==> config.mk <==
export PLATFORM = sky130hd
export DESIGN_NAME = button_event_decoder
export DESIGN_NICKNAME = d
export VERILOG_FILES = /design/src/rtl/button_event_decoder.sv
export SDC_FILE = /design/constraint.sdc
export NUM_CORES = 1
export LEC_CHECK = 0
export ABC_AREA = 1
export CAP_MARGIN = 0
export CORE_AREA = 2 2 73 57
export DETAILED_ROUTE_END_ITERATION = 10
export DIE_AREA = 0 0 75 59
export DONT_BUFFER_PORTS = 1
export GPL_ROUTABILITY_DRIVEN = 0
export PLACE_DENSITY_LB_ADDON = 0.25
export SYNTH_ARGS = -nofsm -noshare
export SYNTH_HDL_FRONTEND = slang
export SYNTH_SLANG_ARGS = --single-unit
==> constraint.sdc <==
create_clock -name clk -period 1.64 [get_ports clk]
set_input_delay 0.328 -clock clk [delete_from_list [all_inputs] [get_ports clk]]
set_output_delay 0.328 -clock clk [all_outputs]
set_load 0.005 [all_outputs]
==> src/rtl/button_event_decoder.sv <==
`default_nettype none
// ============================================================================
// Module   : button_event_decoder
// Purpose  : Classifies a debounced button level into one-cycle gesture
//            strobes (press, release, click, double click, long press) and a
//            held level.
// Revision : 1.0 - initial release
// ============================================================================
module button_event_decoder #(
   parameter int  SYSCLK_FREQ         = 24000000,
   parameter real LONG_PRESS_DELAY    = 0.500,
   parameter real DOUBLE_CLICK_WINDOW = 0.250
) (
   input  logic clk,
   input  logic rst,
   input  logic d_i,
   output logic press_o,
   output logic release_o,
   output logic click_o,
   output logic dbl_click_o,
   output logic long_press_o,
   output logic held_o
);

   // Thresholds in clock cycles; both must be at least 2 because the sample
   // that enters a timed state is already counted as sample 1.
   localparam int LP_CYC  = $rtoi(SYSCLK_FREQ * LONG_PRESS_DELAY);
   localparam int DC_CYC  = $rtoi(SYSCLK_FREQ * DOUBLE_CLICK_WINDOW);
   localparam int MAX_CYC = (LP_CYC > DC_CYC) ? LP_CYC : DC_CYC;
   localparam int CNT_W   = $clog2(MAX_CYC + 1);

   // cnt is zero on the second sample of a timed state, so the sample number
   // currently being evaluated is cnt + 2.
   localparam logic [CNT_W-1:0] LP_LAST = CNT_W'(LP_CYC - 2);
   localparam logic [CNT_W-1:0] DC_LAST = CNT_W'(DC_CYC - 2);
   localparam logic [CNT_W-1:0] CNT_MAX = {CNT_W{1'b1}};

   typedef enum logic [2:0] {
      S_IDLE   = 3'd0,
      S_PRESS1 = 3'd1,
      S_WAIT2  = 3'd2,
      S_PRESS2 = 3'd3,
      S_HELD   = 3'd4
   } state_t;

   state_t           state_q, state_d;
   logic [CNT_W-1:0] cnt_q, cnt_d;
   logic             d_q;
   logic             press_q, press_d;
   logic             release_q, release_d;
   logic             click_q, click_d;
   logic             dbl_q, dbl_d;
   logic             long_q, long_d;
   logic             held_q, held_d;

   logic rise, fall, timed;

   // Next-state, counter and strobe decode; edges always win over thresholds.
   always_comb begin
      rise      = d_i & ~d_q;
      fall      = ~d_i & d_q;
      state_d   = state_q;
      press_d   = rise;
      release_d = fall;
      click_d   = 1'b0;
      dbl_d     = 1'b0;
      long_d    = 1'b0;
      timed     = 1'b0;

      case (state_q)
         S_IDLE: begin
            if (rise) begin
               state_d = S_PRESS1;
            end
         end
         S_PRESS1: begin
            timed = 1'b1;
            if (fall) begin
               state_d = S_WAIT2;
            end else if (d_i && (cnt_q == LP_LAST)) begin
               long_d  = 1'b1;
               state_d = S_HELD;
            end
         end
         S_WAIT2: begin
            timed = 1'b1;
            if (rise) begin
               state_d = S_PRESS2;
            end else if (!d_i && (cnt_q == DC_LAST)) begin
               click_d = 1'b1;
               state_d = S_IDLE;
            end
         end
         S_PRESS2: begin
            if (fall) begin
               dbl_d   = 1'b1;
               state_d = S_IDLE;
            end
         end
         S_HELD: begin
            if (fall) begin
               state_d = S_IDLE;
            end
         end
         default: begin
            state_d = S_IDLE;
         end
      endcase

      if (state_d != state_q) begin
         cnt_d = '0;
      end else if (timed && (cnt_q != CNT_MAX)) begin
         cnt_d = cnt_q + 1'b1;
      end else begin
         cnt_d = cnt_q;
      end

      held_d = (state_d == S_HELD);
   end

   // State, counter, input sample and registered outputs.
   always_ff @(posedge clk or posedge rst) begin
      if (rst) begin
         state_q   <= S_IDLE;
         cnt_q     <= '0;
         d_q       <= 1'b0;
         press_q   <= 1'b0;
         release_q <= 1'b0;
         click_q   <= 1'b0;
         dbl_q     <= 1'b0;
         long_q    <= 1'b0;
         held_q    <= 1'b0;
      end else begin
         state_q   <= state_d;
         cnt_q     <= cnt_d;
         d_q       <= d_i;
         press_q   <= press_d;
         release_q <= release_d;
         click_q   <= click_d;
         dbl_q     <= dbl_d;
         long_q    <= long_d;
         held_q    <= held_d;
      end
   end

   assign press_o      = press_q;
   assign release_o    = release_q;
   assign click_o      = click_q;
   assign dbl_click_o  = dbl_q;
   assign long_press_o = long_q;
   assign held_o       = held_q;

endmodule
`default_nettype wire

Word level (Yosys, flattened, before mapping). Index checks and enable logic that the tools add are counted.

Logic and storage cells: 49. Input port bits: 3. Output and inout bits: 6. Bits in registers: 34.

Equal/unequal tests: 9. Bitwise operators: 4. Mux-type cells: 18. Add/sub/neg operators: 1. Reductions and logical operators: 8.

Operators by type and width (number): two-way mux 24 bit (2); adder 24 x 1 -> 24 bit (second input constant) (1); == test 24 x 23 -> 1 bit (second input constant) (1); == test 24 bit (second input constant) (1); != test 24 bit (second input constant) (1); two-way mux 3 bit (6); one-hot mux 3 bit (4 select lines) (1); two-way mux 1 bit (9); == test 3 x 2 -> 1 bit (second input constant) (2); == test 3 bit (second input constant) (2); OR reduction 2 bit (2); == test 3 x 1 -> 1 bit (second input constant) (1); logical AND 1 bit (3); zero test 3 bit (1); != test 3 bit (1); bitwise AND 1 bit (2); inverter 1 bit (2); nonzero test 2 bit (1); zero test 1 bit (1).

Longest topological paths before layout.
Word-level depth: 7. Gate-level depth with buffers: 12.

Worst setup path after synthesis. No wires, ideal clock.

Path type: reg2reg. From: reg cnt_q[1]. To: reg cnt_q[6]. Library setup time: 0.121 ns. Data arrival time: 1.474 ns. Path slack: 0.046 ns. Cell stages (with the launch flop): 12. Path through: dfrtp_1 -> ha_1 -> inv_1 -> nor2_1 -> nand2_2 -> nor2_2 -> nand2_2 -> nand2_4 -> buf_8 -> nor2_1 -> xnor2_1 -> nor2_2.

Cells in the longest elaborated chain, start to end: 7. Elaborated cells between the ends (all ways): 16. Those cells by class: 1 x add/sub; 4 x eq/ne; 7 x mux; 4 x reduce/logical.

RTL lines: start, declared (line 47) `logic [CNT_W-1:0] cnt_q, cnt_d;`; start signal, assigned (line 135) `cnt_q <= cnt_d;`; == test 24 x 23 -> 1 bit or == test 24 bit (tied branches) (line 89, 80); logical AND 1 bit (on tied branches) (line 89, 80); two-way mux 3 bit (on tied branches) (line 89, 80); two-way mux 3 bit (on tied branches) (line 87, 78); one-hot mux 3 bit (4 select lines) (line 70) `case (state_q)`; != test 3 bit (line 110) `if (state_d != state_q) begin`; two-way mux 24 bit or nonzero test 2 bit (tied branches).

Several ways; a longest one is shown, not always the timed one. The select of a mux whose other input is x is not followed. A chain may end at the register's enable or synchronous reset.

Worst setup path after layout.
From: reg cnt_q[0]. To: reg cnt_q[16].

The elaborated chain is that of the path after synthesis.

==> flow_metrics.tcl <==
set metrics [dict create \
    overflow 0 \
    finish.utilization_pct 75.68 \
    hold_viol_final 0 \
    crit_type "flip-flop to flip-flop" \
    first_pass_iters 4 \
    fin_worst_skew_ns 0.005711 \
    register_area_um2 853.3 \
    track_usage_pct 25.76 \
    htreeDepth 2 \
    synth-simple-area-share_pct 37.46 \
    clockRootBuffer "clkbuf_8" \
    worst_setup_path_end_kind "flip-flop" \
    numCtsBuffers 5 \
    vias 1905 \
    drv_cap 0 \
    fillers 259 \
    antenna_found_initial 0 \
    cts_tree "yes" \
    ys_ff_latch 34 \
    drc_errors 0 \
    io_pins 9 \
    grt_pass1_vias 1775 \
    worstPathMaxFanout 7 \
    wl_per_cell_um 14.84 \
    grt_max_degree 19 \
    final.period_utilization_pct 114.2 \
    p_per_area_nw_per_um2 1240 \
    syn_area_um2 2051 \
    irDropWorstVdd_uv 918.5 \
    worst_pin_slew_ns 0.3726 \
    violations "negative setup slack" \
    clock_latency_ns 0.30 \
    hold_class "input port to flip-flop" \
    synth.yosys.warnings 0 \
    grt_pass1_wl_um 8431 \
    path_cells "buf_4 -> ha_2 -> inv_2 -> nor2_1 -> nand2_2 -> nor2_4 -> nand2_4 -> nand2_8 -> nor2_2 -> nand2_1 -> xor2_1 -> nor2_2" \
    final_nets 316 \
    routed_via_density 5.234 \
    dieWidth_um 75 \
    area_growth_pct 34.23 \
    maxSlewHeadroom_pct 75.07 \
    multi_input_area_um2 1200 \
    leakage_nw 1.171 \
    die-height_um 59 \
    status "finished, violations left" \
    synth_compound_gate_area_share_pct 3.112 \
    clk_path_buf_depth 2 \
    wirelength_um 5402 \
    antenna_cells 0 \
    cts.sinks 34 \
    drive_gt1_share_pct 35.58 \
    max_freq_mhz 534.2 \
    synth_xor_area_share_pct 7.688 \
    instances_no_fill 364 \
    fin_crit_ns 1.872 \
    report.final.slew_viol_count 0 \
    dp.cells 346 \
    setup_slack_ns -0.2321 \
    critical_path.top_delay_family "simple AND/OR/NAND/NOR gates" \
    slowest_delay_ns 0.38 \
    synth_nets 272 \
    synthAdderAreaFrac_pct 1.220 \
    syn_inst 267 \
    worstPathRequired_ns 1.83 \
    antenna_left 0 \
    dp.final_hpwl_um 3616 \
    floorplan.initialDensity_pct 56.38 \
    place.port_buffers 0 \
    drt_iter0_drc 252 \
    crit_slowest_cell "dfrtp_1" \
    cts.clk_slew.worst_paths_ns 0.08 \
    seq_area_frac_synth_pct 41.49 \
    startpoint_type "flip-flop" \
    synth_top_family_by_area "simple AND/OR/NAND/NOR gates" \
    worstPathArrival_ns 2.06 \
    setup_viol 24 \
    dieArea_um2 4425 \
    avgSynthCellArea_um2 7.681 \
    critPathBufInv 2 \
    rsz0062_at_grt "yes" \
    core.rowCount 19 \
    core_area_um2 3637 \
    yosys-mux-area-fraction_pct 0 \
    synth_cell_types 28 \
    crit_path_frequent_cell "nor2_2" \
]
report_power, final:
group	internal [mW]	total, mW	leakage [nW]	switching, mW
sequential	0.893	0.962	0.463	0.0692
combinational	0.691	1.50	0.640	0.809
clock	0.609	0.950	0.0683	0.341
area by class of cell:
| type | instances | share of cell area, % |
|---|---|---|
| Clock buffer | 5 | 2.500 |
| Clock inverter | 3 | 2.500 |
| Inverter | 36 | 5.000 |
| Multi-Input combinational cell | 193 | 43.59 |
| Sequential cell | 34 | 31.00 |
| Tap cell | 52 | 2.364 |
| Timing Repair Buffer | 41 | 13.05 |
registers in the layout, summed over array words and instances (netlist names):
| name | flops |
|---|---|
| held_o | 1 |
| click_o | 1 |
| dbl_click_o | 1 |
| cnt_q | 24 |
| state_q | 3 |
| release_o | 1 |
| long_press_o | 1 |
| d_q | 1 |
| press_o | 1 |
through the flow:
stage | worst slack (ns) | setup TNS [ns] | area, µm² | total power [mW] | hold WS [ns]
finish | -0.2321 | -4.348 | 2753 | 3.412 | 0.05595
global route | -0.3213 | -6.547 | 2753 | 3.579 | 0.04036
CTS | -0.1638 | -3.526 | 2633 | 3.387 | 0.05364
detailed placement | -0.1467 | -3.243 | 2344 | 2.046 | 0.2782
global placement | -0.1108 | -2.472 | 2344 | 2.021 | 0.2607
floorplan | 0.04561 | 0 | 2051 | 1.622 | 0.3594
metal layers:
layer / track usage [%] / part of all wire [%] / up-vias
met1: 37.24 / 46 / 920
met5: 0 / 0 / -
met4: 7.908 / 1.8 / 0
met3: 6.973 / 6.7 / 11
li1: - / - / 915
met2: 37.72 / 46 / 59
Yosys cell counts:
cell type	instances	share of area, %
nand2_1	53	9.7
nor2_1	47	8.6
inv_1	35	6.4
dfrtp_1	34	41
nor2_2	18	5.5
nand3_1	13	3.2
nand4_1	12	3.7
xor2_1	11	4.7
xnor2_1	7	3.0
nand2_2	5	1.5
nor3_1	5	1.2
a21oi_1	4	0.98
nand3b_1	3	1.1
buf_6	2	1.1
ha_1	2	1.2
nand3_2	2	0.98
nor4_1	2	0.61
o21ai_0	2	0.49
a21boi_4	1	0.92
buf_2	1	0.24
buf_4	1	0.37
buf_8	1	0.73
inv_2	1	0.18
nand2_4	1	0.55
nor2_4	1	0.55
o211ai_1	1	0.37
o31ai_1	1	0.37
or2_2	1	0.31
worst paths after layout:
check	end	from	slack, ns	cells after the start
setup / recovery	cnt_q[16]$_DFFE_PP0P_	cnt_q[0]$_DFFE_PP0P_	-0.23	12
min in group asynchronous	state_q[2]$_DFF_PP0_	rst	0.52	3
hold / removal	d_q$_DFF_PP0_	d_i	0.06	0
max in group asynchronous	cnt_q[9]$_DFFE_PP0P_	rst	0.90	3
hold reg to reg	press_o$_DFF_PP0_	d_q$_DFF_PP0_	0.45	1
setup reg to reg	cnt_q[16]$_DFFE_PP0P_	cnt_q[0]$_DFFE_PP0P_	-0.23	12
logic make-up (layout without fill, tap and decap cells):
| group | count (synthesis) | after routing |
|---|---|---|
| flip-flops | 34 | 34 |
| AND/OR/NAND/NOR | 163 | 164 |
| AO/OA/AOI/OAI | 9 | 9 |
| XOR/XNOR | 18 | 18 |
| buffers and inverters | 41 | 85 |
| adder cells (fa/ha/maj) | 2 | 2 |
cells in the final DEF (no fill, tap or decap), drive strengths merged, types with 2 or more instances in the layout:
cell type | Yosys | routed
a21oi | 4 | 4
buf | 5 | 40
bufinv | 0 | 2
clkbuf | 0 | 5
dfrtp | 34 | 34
ha | 2 | 2
inv | 36 | 36
nand2 | 59 | 60
nand3 | 15 | 15
nand3b | 3 | 3
nand4 | 12 | 12
nor2 | 66 | 66
nor3 | 5 | 5
nor4 | 2 | 2
o21ai | 2 | 2
xnor2 | 7 | 7
xor2 | 11 | 11
what timing repair did:
item / in CTS / in global routing
cloned: 2 / 0
hold endpoints to repair: 34 / 0
gates resized for setup: 14 / 39
pin swaps: 7 / 12
endpoints found under the setup margin: 24 / 24
buffers inserted: 7 / 4
hold buffers: 1 / 0
Note: power is estimated with default switching activity, not from simulation.
